==> src/rtl/alu_ctrl_pkg.sv <==
// Shared opcodes, FSM state type and default datapath width for the arbitrated ALU.
package alu_ctrl_pkg;

    localparam int unsigned DW_DEFAULT = 32;

    localparam logic [2:0] OpIll = 3'b000;
    localparam logic [2:0] OpAdd = 3'b001;
    localparam logic [2:0] OpSub = 3'b010;
    localparam logic [2:0] OpAnd = 3'b011;
    localparam logic [2:0] OpOr  = 3'b100;
    localparam logic [2:0] OpNor = 3'b101;
    localparam logic [2:0] OpSlt = 3'b110;
    localparam logic [2:0] OpXnr = 3'b111;

    typedef enum logic [1:0] {
        IDLE = 2'd0,
        EXEC = 2'd1,
        RESP = 2'd2
    } alu_state_e;

endpackage

==> src/rtl/alu_rr_arb.sv <==
// Two-way request arbiter. Define ALU_ARB_RR_EN for round-robin on contention;
// otherwise requester 0 has fixed priority.
module alu_rr_arb (
    input  logic       clk,
    input  logic       rst_n,
    input  logic [1:0] valid,
    input  logic       enable,
    output logic [1:0] grant
);

`ifdef ALU_ARB_RR_EN
    // Index of the requester granted most recently; reset to 1 so requester 0 wins first.
    logic last_grant;

    always_comb begin
        grant = 2'b00;
        if (enable) begin
            if (valid == 2'b11) begin
                grant = last_grant ? 2'b01 : 2'b10;
            end else begin
                grant = valid;
            end
        end
    end

    always_ff @(posedge clk or negedge rst_n) begin
        if (!rst_n) begin
            last_grant <= 1'b1;
        end else if (|grant) begin
            last_grant <= grant[1];
        end
    end
`else
    logic unused_clk_rst;
    assign unused_clk_rst = clk ^ rst_n;

    always_comb begin
        grant = 2'b00;
        if (enable) begin
            grant = valid[0] ? 2'b01 : {valid[1], 1'b0};
        end
    end
`endif

endmodule

==> src/rtl/alu_arbiter.sv <==
// Two requesters share one ALU through an IDLE/EXEC/RESP handshake FSM.
// ALU_ARB_RR_EN selects round-robin arbitration in alu_rr_arb.
module alu_arbiter
    import alu_ctrl_pkg::*;
#(
    parameter int unsigned DW = DW_DEFAULT
) (
    input  logic          clk,
    input  logic          rst_n,
    input  logic          req0_valid,
    input  logic          req1_valid,
    output logic          req0_ready,
    output logic          req1_ready,
    input  logic [2:0]    req0_op,
    input  logic [2:0]    req1_op,
    input  logic [DW-1:0] req0_a,
    input  logic [DW-1:0] req0_b,
    input  logic [DW-1:0] req1_a,
    input  logic [DW-1:0] req1_b,
    output logic          resp_valid,
    input  logic          resp_ready,
    output logic          resp_id,
    output logic [DW-1:0] resp_c,
    output logic          resp_zero,
    output logic          resp_overflow,
    output logic          resp_carry,
    output logic          resp_illegal
);

    alu_state_e    state_q;
    logic [2:0]    op_q;
    logic [DW-1:0] a_q;
    logic [DW-1:0] b_q;
    logic          id_q;
    logic [1:0]    grant;

    alu_rr_arb u_arb (
        .clk    (clk),
        .rst_n  (rst_n),
        .valid  ({req1_valid, req0_valid}),
        .enable (state_q == IDLE),
        .grant  (grant)
    );

    // Grant is only ever non-zero in IDLE, so it doubles as the ready handshake.
    assign req0_ready = grant[0];
    assign req1_ready = grant[1];

    logic [DW:0]   add_full;
    logic [DW:0]   sub_full;
    logic [DW-1:0] alu_c;
    logic          alu_ovf;
    logic          alu_carry;
    logic          alu_ill;

    assign add_full = {1'b0, a_q} + {1'b0, b_q};
    // Top bit of the widened difference is the unsigned borrow (a < b).
    assign sub_full = {1'b0, a_q} - {1'b0, b_q};

    always_comb begin
        alu_c     = '0;
        alu_ovf   = 1'b0;
        alu_carry = 1'b0;
        alu_ill   = 1'b0;
        case (op_q)
            OpAdd: begin
                alu_c     = add_full[DW-1:0];
                alu_carry = add_full[DW];
                alu_ovf   = (a_q[DW-1] == b_q[DW-1]) && (add_full[DW-1] != a_q[DW-1]);
            end
            OpSub: begin
                alu_c     = sub_full[DW-1:0];
                alu_carry = sub_full[DW];
                alu_ovf   = (a_q[DW-1] != b_q[DW-1]) && (sub_full[DW-1] != a_q[DW-1]);
            end
            OpAnd: alu_c = a_q & b_q;
            OpOr:  alu_c = a_q | b_q;
            OpNor: alu_c = ~(a_q | b_q);
            OpSlt: alu_c = {{(DW-1){1'b0}}, sub_full[DW]};
            OpXnr: alu_c = ~(a_q ^ b_q);
            default: alu_ill = 1'b1;
        endcase
    end

    always_ff @(posedge clk or negedge rst_n) begin
        if (!rst_n) begin
            state_q       <= IDLE;
            op_q          <= OpIll;
            a_q           <= '0;
            b_q           <= '0;
            id_q          <= 1'b0;
            resp_valid    <= 1'b0;
            resp_id       <= 1'b0;
            resp_c        <= '0;
            resp_zero     <= 1'b0;
            resp_overflow <= 1'b0;
            resp_carry    <= 1'b0;
            resp_illegal  <= 1'b0;
        end else begin
            unique case (state_q)
                IDLE: begin
                    if (|grant) begin
                        op_q    <= grant[1] ? req1_op : req0_op;
                        a_q     <= grant[1] ? req1_a : req0_a;
                        b_q     <= grant[1] ? req1_b : req0_b;
                        id_q    <= grant[1];
                        state_q <= EXEC;
                    end
                end
                EXEC: begin
                    resp_c        <= alu_c;
                    resp_zero     <= (alu_c == '0);
                    resp_overflow <= alu_ovf;
                    resp_carry    <= alu_carry;
                    resp_illegal  <= alu_ill;
                    resp_id       <= id_q;
                    resp_valid    <= 1'b1;
                    state_q       <= RESP;
                end
                RESP: begin
                    if (resp_ready) begin
                        resp_valid <= 1'b0;
                        state_q    <= IDLE;
                    end
                end
                default: state_q <= IDLE;
            endcase
        end
    end

endmodule

==> config.mk <==
export PLATFORM = sky130hd
export DESIGN_NAME = alu_arbiter
export DESIGN_NICKNAME = d
export VERILOG_FILES = /design/src/rtl/alu_ctrl_pkg.sv /design/src/rtl/alu_rr_arb.sv /design/src/rtl/alu_arbiter.sv
export SDC_FILE = /design/constraint.sdc
export NUM_CORES = 1
export LEC_CHECK = 0
export BUFFER_PORTS_ARGS = -buffer_cell sky130_fd_sc_hd__buf_4
export CAP_MARGIN = 20
export CORE_MARGIN = 5
export CORE_UTILIZATION = 60
export DETAILED_ROUTE_END_ITERATION = 16
export PLACE_DENSITY_LB_ADDON = 0.08
export SLEW_MARGIN = 10
export SYNTH_ARGS = -nofsm -noshare
export SYNTH_HDL_FRONTEND = slang
export SYNTH_SLANG_ARGS = --single-unit
==> constraint.sdc <==
create_clock -name clk -period 7.3 [get_ports clk]
set_clock_uncertainty 0.05 [all_clocks]
set_input_delay 0.365 -clock clk [delete_from_list [all_inputs] [get_ports clk]]
set_output_delay 0.365 -clock clk [all_outputs]
set_load 0.03 [all_outputs]
==> out/qor.txt, run 1 <==
Max Cap Viol -> 0
WHS Endpoint -> state_q[1]
critical path class -> reg -> reg
initial antenna violation count -> 0
CTS root buf -> clkbuf_16
Mapped Area -> 10300 sq um
Syn. warnings -> 0
gpl congestion -> 1.05
Net Count, Synth -> 1532
Reg-to-Reg End -> resp_zero
Min Clock Period, post-route -> 4.94 ns
number of synthesized flops with an enable pin -> 0
Detail Route Antenna Nets -> 0
post-synthesis sequential area ratio -> 0.263
most numerous cell in the Yosys netlist -> o21ai_0
post-CTS sizing -> 0
outcome -> finished, final reports clean
R2R Path Start -> op_q[0]
largest stage delay on the critical path -> 1.03 ns
Setup Buffers After CTS -> 0
Synth Area per Inst -> 7.97 sq um
Longest Clk Path Bufs -> 2
layout cells sized above 1 -> 0.174
final slew viol count -> 0
largest net degree at the start of global routing -> 132
cell family with most CP delay -> simple AND/OR/NAND/NOR gates
total CTS buffers -> 9
FFs w/ async S/R, synth -> 1.00
Tot GR Track Use -> 0.351
CP startpoint kind -> register
Worst Hold Depth -> 2
ys flop type -> dfrtp_1
# rows -> 47
Required @ worst endpoint -> 7.53 ns
FMAX -> 202 MHz
Die Width -> 141 um
die area -> 19900 sq um
worst-margin pin slew -> 1.13 ns
Filler Cell Count -> 1367
total number of vias -> 11200
DP HPWL -> 26000 um
fin crit share -> 0.677
Hold Startpoint -> resp_ready
most numerous cell on the critical path -> or4_1
clock sink count -> 108
wire per inst -> 21.8 um
drt total wl -> 35400 um
first-pass GRT wire length -> 57100 um
core area -> 16700 sq um
Crit path buffers/inverters -> 1
DR vias/cell -> 6.90
Slowest-stage cell, CP -> dfrtp_1
R2R cell count -> 12
Layout area overhead -> 16.3%
Yosys top cell by area -> dfrtp_1
H-tree depth -> 3
main area contributors after synthesis -> dfrtp_1, ha_1, o221ai_1, o21ai_0, a21oi_1
TritonCTS clock tree -> done
worst hold path class -> in -> reg
RSZ-0062 raised after global routing -> false
DRT iter0 DRCs -> 1445
Ant. Diodes -> 0
Final Hold Fails -> 0
max_slew headroom -> 0.248
Post-synth top cells -> o21ai_0, dfrtp_1, ha_1, inv_1, nor2_1
Critical Path AT -> 5.17 ns
number of placed I/O pins -> 179
IO Port Bufs -> 178
Final nets -> 1642
crit path cell chain -> buf_4 -> nor2b_1 -> nand2b_1 -> o221a_2 -> o221ai_1 -> nand4bb_1 -> or4_1 -> or4_1 -> nor2_1 -> nand4b_1 -> or4b_1 -> o41ai_2
Worst-path clk slew -> 0.09 ns
#FFs+latches synth -> 108
final setup vio count -> 0
worst-path maximum fanout -> 21
CP endpoint kind -> register
unique cell type count in the Yosys netlist -> 80
clock latency on the worst-skew pair -> 0.38 ns
starting density of the core -> 0.616
total grt overflow -> 0
drt pass-1 iters -> 7
Setup TNS -> 0 ns
Gate Count Post-Synth -> 1290
chip height -> 141 um
Yosys top cell area share -> 0.263
DRC violations left -> 0
R2R Setup Slk -> 2.36 ns
number of global-route vias before repair -> 10600
layout make-up:
type	instances	area (sq um)	area share
Sequential cell	108	2700	0.226
Inverter	104	393	0.0329
Clock inverter	7	77.6	0.00649
Timing Repair Buffer	195	1480	0.124
Multi-Input combinational cell	982	6810	0.569
Tap cell	220	275	0.0230
Clock buffer	9	225	0.0188
worst max path at each step:
stage,start,to,slack (ns),cells past startpoint
floorplan,b_q[0],resp_zero,3.50,13
global placement,op_q[1],resp_zero,2.67,11
detailed placement,op_q[0],resp_zero,2.59,12
CTS,op_q[0],resp_zero,2.52,12
global route,op_q[0],resp_zero,2.25,12
finish,op_q[0],resp_zero,2.36,12
repair_timing:
item                       in CTS  in global routing
hold buffers                    1                  0
hold endpoints to repair       41                  0
setup endpoints to repair       0                  0
per-layer routing:
layer	GRT usage	wire, um
met5	0	0
met1	0.507	14900
met3	0.0721	4040
met2	0.545	15500
met4	0.0811	989
registers in the layout (all words and copies together), names as in the netlist:
| signal | cells |
|---|---|
| b_q | 32 |
| id_q | 1 |
| resp_overflow | 1 |
| resp_zero | 1 |
| resp_illegal | 1 |
| a_q | 32 |
| resp_carry | 1 |
| state_q | 2 |
| resp_id | 1 |
| resp_c | 32 |
| op_q | 3 |
| resp_valid | 1 |
metrics by stage:
step	instance area, sq um	hold slack, ns	cells	setup WS (ns)	utilization
after global placement	11600	0.314	1607	2.67	0.696
after detailed placement	11600	0.327	1607	2.59	0.696
after floorplan	10300	0.0194	1290	3.50	-
after CTS	11900	0.153	1624	2.52	0.715
final	12000	0.155	1625	2.36	0.716
after global routing	12000	0.164	1625	2.25	0.716
worst reg2reg max path, cell delays in order, from the launching register on:
cell and delay (ns):
dfrtp_1 1.03, buf_4 0.40, nor2b_1 0.13, nand2b_1 0.67
o221a_2 0.34, o221ai_1 0.13, nand4bb_1 0.22, or4_1 0.44
or4_1 0.41, nor2_1 0.16, nand4b_1 0.10, or4b_1 0.50
o41ai_2 0.27
layout by cell type (no fill, tap or decap), types with 5 or more instances in the layout:
cell type	n
a211oi_1	15
a21o_1	10
a21oi_1	90
a221o_1	6
a221oi_1	19
a22o_1	26
a22oi_1	8
a311oi_1	6
a31oi_1	11
and2_1	6
and3_1	5
buf_4	193
clkbuf_16	9
dfrtp_1	107
ha_1	101
inv_1	98
mux2_2	7
mux2i_1	14
nand2_1	89
nand2b_1	15
nand3_1	18
nand4_1	8
nor2_1	95
nor2b_1	16
nor3_1	36
nor4_1	12
o211ai_1	24
o21a_1	9
o21ai_0	127
o21ai_1	7
o21bai_1	7
o221a_2	5
o221ai_1	76
o22ai_1	10
o31ai_1	16
xnor2_1	10
cell families after synthesis:
logic type	Yosys count	synth area share
AOI/OAI and AO/OA	517	0.348
xor gates and xnor gates	12	0.0102
adders and majority gates	103	0.127
buffers and inverters	200	0.0757
DFF	108	0.263
muxes	24	0.0246
and+or+nand+nor	326	0.151
Power of run 1 is left out: the tool's default activity adds up to more than one toggle a clock period on the data nets, which glitch-free logic cannot reach.
==> inputs of run 2 (changes only) <==
--- a/config.mk
+++ b/config.mk
@@ -5,10 +5,11 @@
 export SDC_FILE = /design/constraint.sdc
 export NUM_CORES = 1
 export LEC_CHECK = 0
+export ABC_AREA = 1
 export BUFFER_PORTS_ARGS = -buffer_cell sky130_fd_sc_hd__buf_4
 export CAP_MARGIN = 20
 export CORE_MARGIN = 5
-export CORE_UTILIZATION = 60
+export CORE_UTILIZATION = 59
 export DETAILED_ROUTE_END_ITERATION = 16
 export PLACE_DENSITY_LB_ADDON = 0.08
 export SLEW_MARGIN = 10
==> constraint.sdc (replaced) <==
create_clock -name clk -period 4.8 [get_ports clk]
set_clock_uncertainty 0.05 [all_clocks]
set_input_delay 0.24 -clock clk [delete_from_list [all_inputs] [get_ports clk]]
set_output_delay 0.24 -clock clk [all_outputs]
set_load 0.03 [all_outputs]
==> out/qor.txt, run 2 <==
number of global-route vias before repair -> 11500 (was 10600)
total CTS buffers -> 9 (unchanged)
unique cell type count in the Yosys netlist -> 41 (was 80)
H-tree depth -> 3 (unchanged)
WHS Endpoint -> state_q[1] (unchanged)
worst hold path class -> in -> reg (unchanged)
clock sink count -> 108 (unchanged)
starting density of the core -> 0.603 (was 0.616)
Final Hold Fails -> 0 (unchanged)
Worst-path clk slew -> 0.08 ns (was 0.09 ns)
final slew viol count -> 0 (unchanged)
die area -> 21400 sq um (was 19900 sq um)
Min Clock Period, post-route -> 3.19 ns (was 4.94 ns)
Gate Count Post-Synth -> 1766 (was 1290)
DRT iter0 DRCs -> 1553 (was 1445)
commonest non-fill, non-tap cells in the layout -> nand2_1, inv_1, nor2_1, buf_4, nand3_1 (was buf_4, o21ai_0, dfrtp_1, ha_1, inv_1)
DR vias/cell -> 5.91 (was 6.90)
R2R Setup Slk -> 1.61 ns (was 2.36 ns)
initial antenna violation count -> 2 (was 0)
drt total wl -> 39000 um (was 35400 um)
TritonCTS clock tree -> done (unchanged)
core area -> 18100 sq um (was 16700 sq um)
CP endpoint kind -> register (unchanged)
FMAX -> 313 MHz (was 202 MHz)
Setup Buffers After CTS -> 0 (unchanged)
post-synthesis sequential area ratio -> 0.247 (was 0.263)
Synth Area per Inst -> 6.20 sq um (was 7.97 sq um)
largest net degree at the start of global routing -> 83 (was 132)
first-pass GRT wire length -> 60800 um (was 57100 um)
DRC violations left -> 0 (unchanged)
leading registers by flop count -> a_q x32, b_q x32, resp_c x32 (unchanged)
Net Count, Synth -> 2008 (was 1532)
Setup WS pre-CTS -> 1.65 ns (was 2.59 ns)
FFs w/ async S/R, synth -> 1.00 (unchanged)
CTS root buf -> clkbuf_16 (unchanged)
#FFs+latches synth -> 108 (unchanged)
Tot GR Track Use -> 0.354 (was 0.351)
R2R cell count -> 17 (was 12)
IO Port Bufs -> 178 (unchanged)
Critical Path Start -> a_q[11] (was op_q[0])
most numerous cell in the Yosys netlist -> nand2_1 (was o21ai_0)
chip height -> 146 um (was 141 um)
Setup TNS -> 0 ns (unchanged)
Detail Route Antenna Nets -> 0 (unchanged)
worst-path maximum fanout -> 10 (was 21)
Max Cap Viol -> 0 (unchanged)
placed cell area -> 12300 sq um (was 11600 sq um)
Syn. warnings -> 0 (unchanged)
R2R Path Start -> a_q[11] (was op_q[0])
Final nets -> 2129 (was 1642)
non-filler cells, final -> 2121 (was 1625)
max_slew headroom -> 0.416 (was 0.248)
layout cells sized above 1 -> 0.133 (was 0.174)
main area contributors after synthesis -> dfrtp_1, nand2_1, ha_1, inv_1, nor2_1 (was dfrtp_1, ha_1, o221ai_1, o21ai_0, a21oi_1)
Die Width -> 146 um (was 141 um)
Layout area overhead -> 15.1% (was 16.3%)
Placed Cells -> 2103 (was 1607)
worst-margin pin slew -> 0.876 ns (was 1.13 ns)
fin crit share -> 0.665 (was 0.677)
Yosys top cell area share -> 0.247 (was 0.263)
ys flop type -> dfrtp_1 (unchanged)
final setup margin -> 1.61 ns (was 2.36 ns)
Worst Hold Depth -> 2 (unchanged)
RSZ-0062 raised after global routing -> false (unchanged)
final setup vio count -> 0 (unchanged)
Yosys top cell by area -> dfrtp_1 (unchanged)
wire per inst -> 18.4 um (was 21.8 um)
Reg-to-Reg End -> resp_zero (unchanged)
DP HPWL -> 31800 um (was 26000 um)
number of synthesized flops with an enable pin -> 0 (unchanged)
Critical Path AT -> 3.44 ns (was 5.17 ns)
clock latency on the worst-skew pair -> 0.37 ns (was 0.38 ns)
# rows -> 49 (was 47)
Required @ worst endpoint -> 5.05 ns (was 7.53 ns)
number of placed I/O pins -> 179 (unchanged)
CP startpoint kind -> register (unchanged)
gpl congestion -> 1.08 (was 1.05)
Post-synth top cells -> nand2_1, inv_1, nor2_1, nand3_1, o21ai_0 (was o21ai_0, dfrtp_1, ha_1, inv_1, nor2_1)
drt pass-1 iters -> 7 (unchanged)
Mapped Area -> 11000 sq um (was 10300 sq um)
total number of vias -> 12500 (was 11200)
Design Area, Final -> 12600 sq um (was 12000 sq um)
Ant. Diodes -> 0 (unchanged)
commonest non-fill, non-tap cell in the layout -> nand2_1 (was buf_4)
Hold Startpoint -> resp_ready (unchanged)
Longest Clk Path Bufs -> 2 (unchanged)
total grt overflow -> 0 (unchanged)
outcome -> finished, final reports clean (unchanged)
critical path class -> reg -> reg (unchanged)
-- run 2: cell types whose count changed in the layout (fill, tap and decap cells not counted), moves of 16 or more --
cell	previous run	this run
nand3_1	18	138
o22ai_1	10	90
nand2_1	89	472
a22o_1	26	0
o221ai_1	76	1
inv_1	98	248
nor3_1	36	15
o31ai_1	16	0
nor2b_1	16	0
o211ai_1	24	1
a21oi_1	90	60
nor2_1	95	211
-- run 2: per-stage QoR --
| stage | hold slack (ns) | util |
|---|---|---|
| CTS | 0.0195 | 0.694 |
| floorplan | -0.106 | - |
| global placement | 0.240 | 0.676 |
| detailed placement | 0.259 | 0.676 |
| finish | 0.0119 | 0.695 |
| global route | 0.0293 | 0.695 |
-- run 2: area by class of cell --
cell class | count | area [sq um]
well taps | 229 | 287
fillers | 1597 | 5540
multi-input cells | 1314 | 6890
repair buffers | 188 | 1420
clock buffers | 10 | 239
flip-flops and latches | 108 | 2700
clock inverters | 6 | 70.1
inverters | 266 | 1000
-- run 2: metal layers --
metal / part of all wire / GRT usage / vias up
li1: - / - / 5951
met5: 0.00069 / 0 / -
met2: 0.42 / 0.516 / 761
met3: 0.13 / 0.0843 / 64
met1: 0.44 / 0.530 / 5764
met4: 0.018 / 0.0818 / 4
-- run 2: worst max-delay path by stage --
stage	to	slack, ns	depth (start not counted)
2_1_floorplan	resp_zero	2.48	22
3_3_place_gp	resp_zero	1.65	12
3_5_place_dp	resp_zero	1.65	12
4_1_cts	resp_zero	1.61	12
5_1_grt	resp_zero	1.31	22
6_report	resp_zero	1.61	17
-- run 2: kinds of logic (layout without fill, tap and decap cells) --
logic type	Yosys count	in the layout	synth area share
flops	108	108	0.247
simple gates	888	888	0.335
compound gates	320	320	0.171
buf+inv	344	470	0.126
fa+ha+maj	103	103	0.119
xor+xnor	3	3	0.00240
-- run 2: worst max-delay path, cell delays in order (launching register included) --
cell,delay [ns]
dfrtp_1,0.38
inv_1,0.07
ha_1,0.45
o21ai_0,0.60
a21oi_1,0.27
nor2_1,0.14
nor2_1,0.05
nand2_1,0.17
nand2_1,0.08
nand2_1,0.06
nor2_1,0.05
nor2_1,0.27
nand2_1,0.10
nor2_1,0.14
nand2_1,0.07
nor2_1,0.08
nand2_1,0.06
nand2_1,0.05
-- run 2: timing repair --
action	4_1_cts	5_1_grt
resized for setup	0	0
hold buffers	1	0
endpoints found under the hold margin	51	0
Power of run 2 is left out for the same reason.
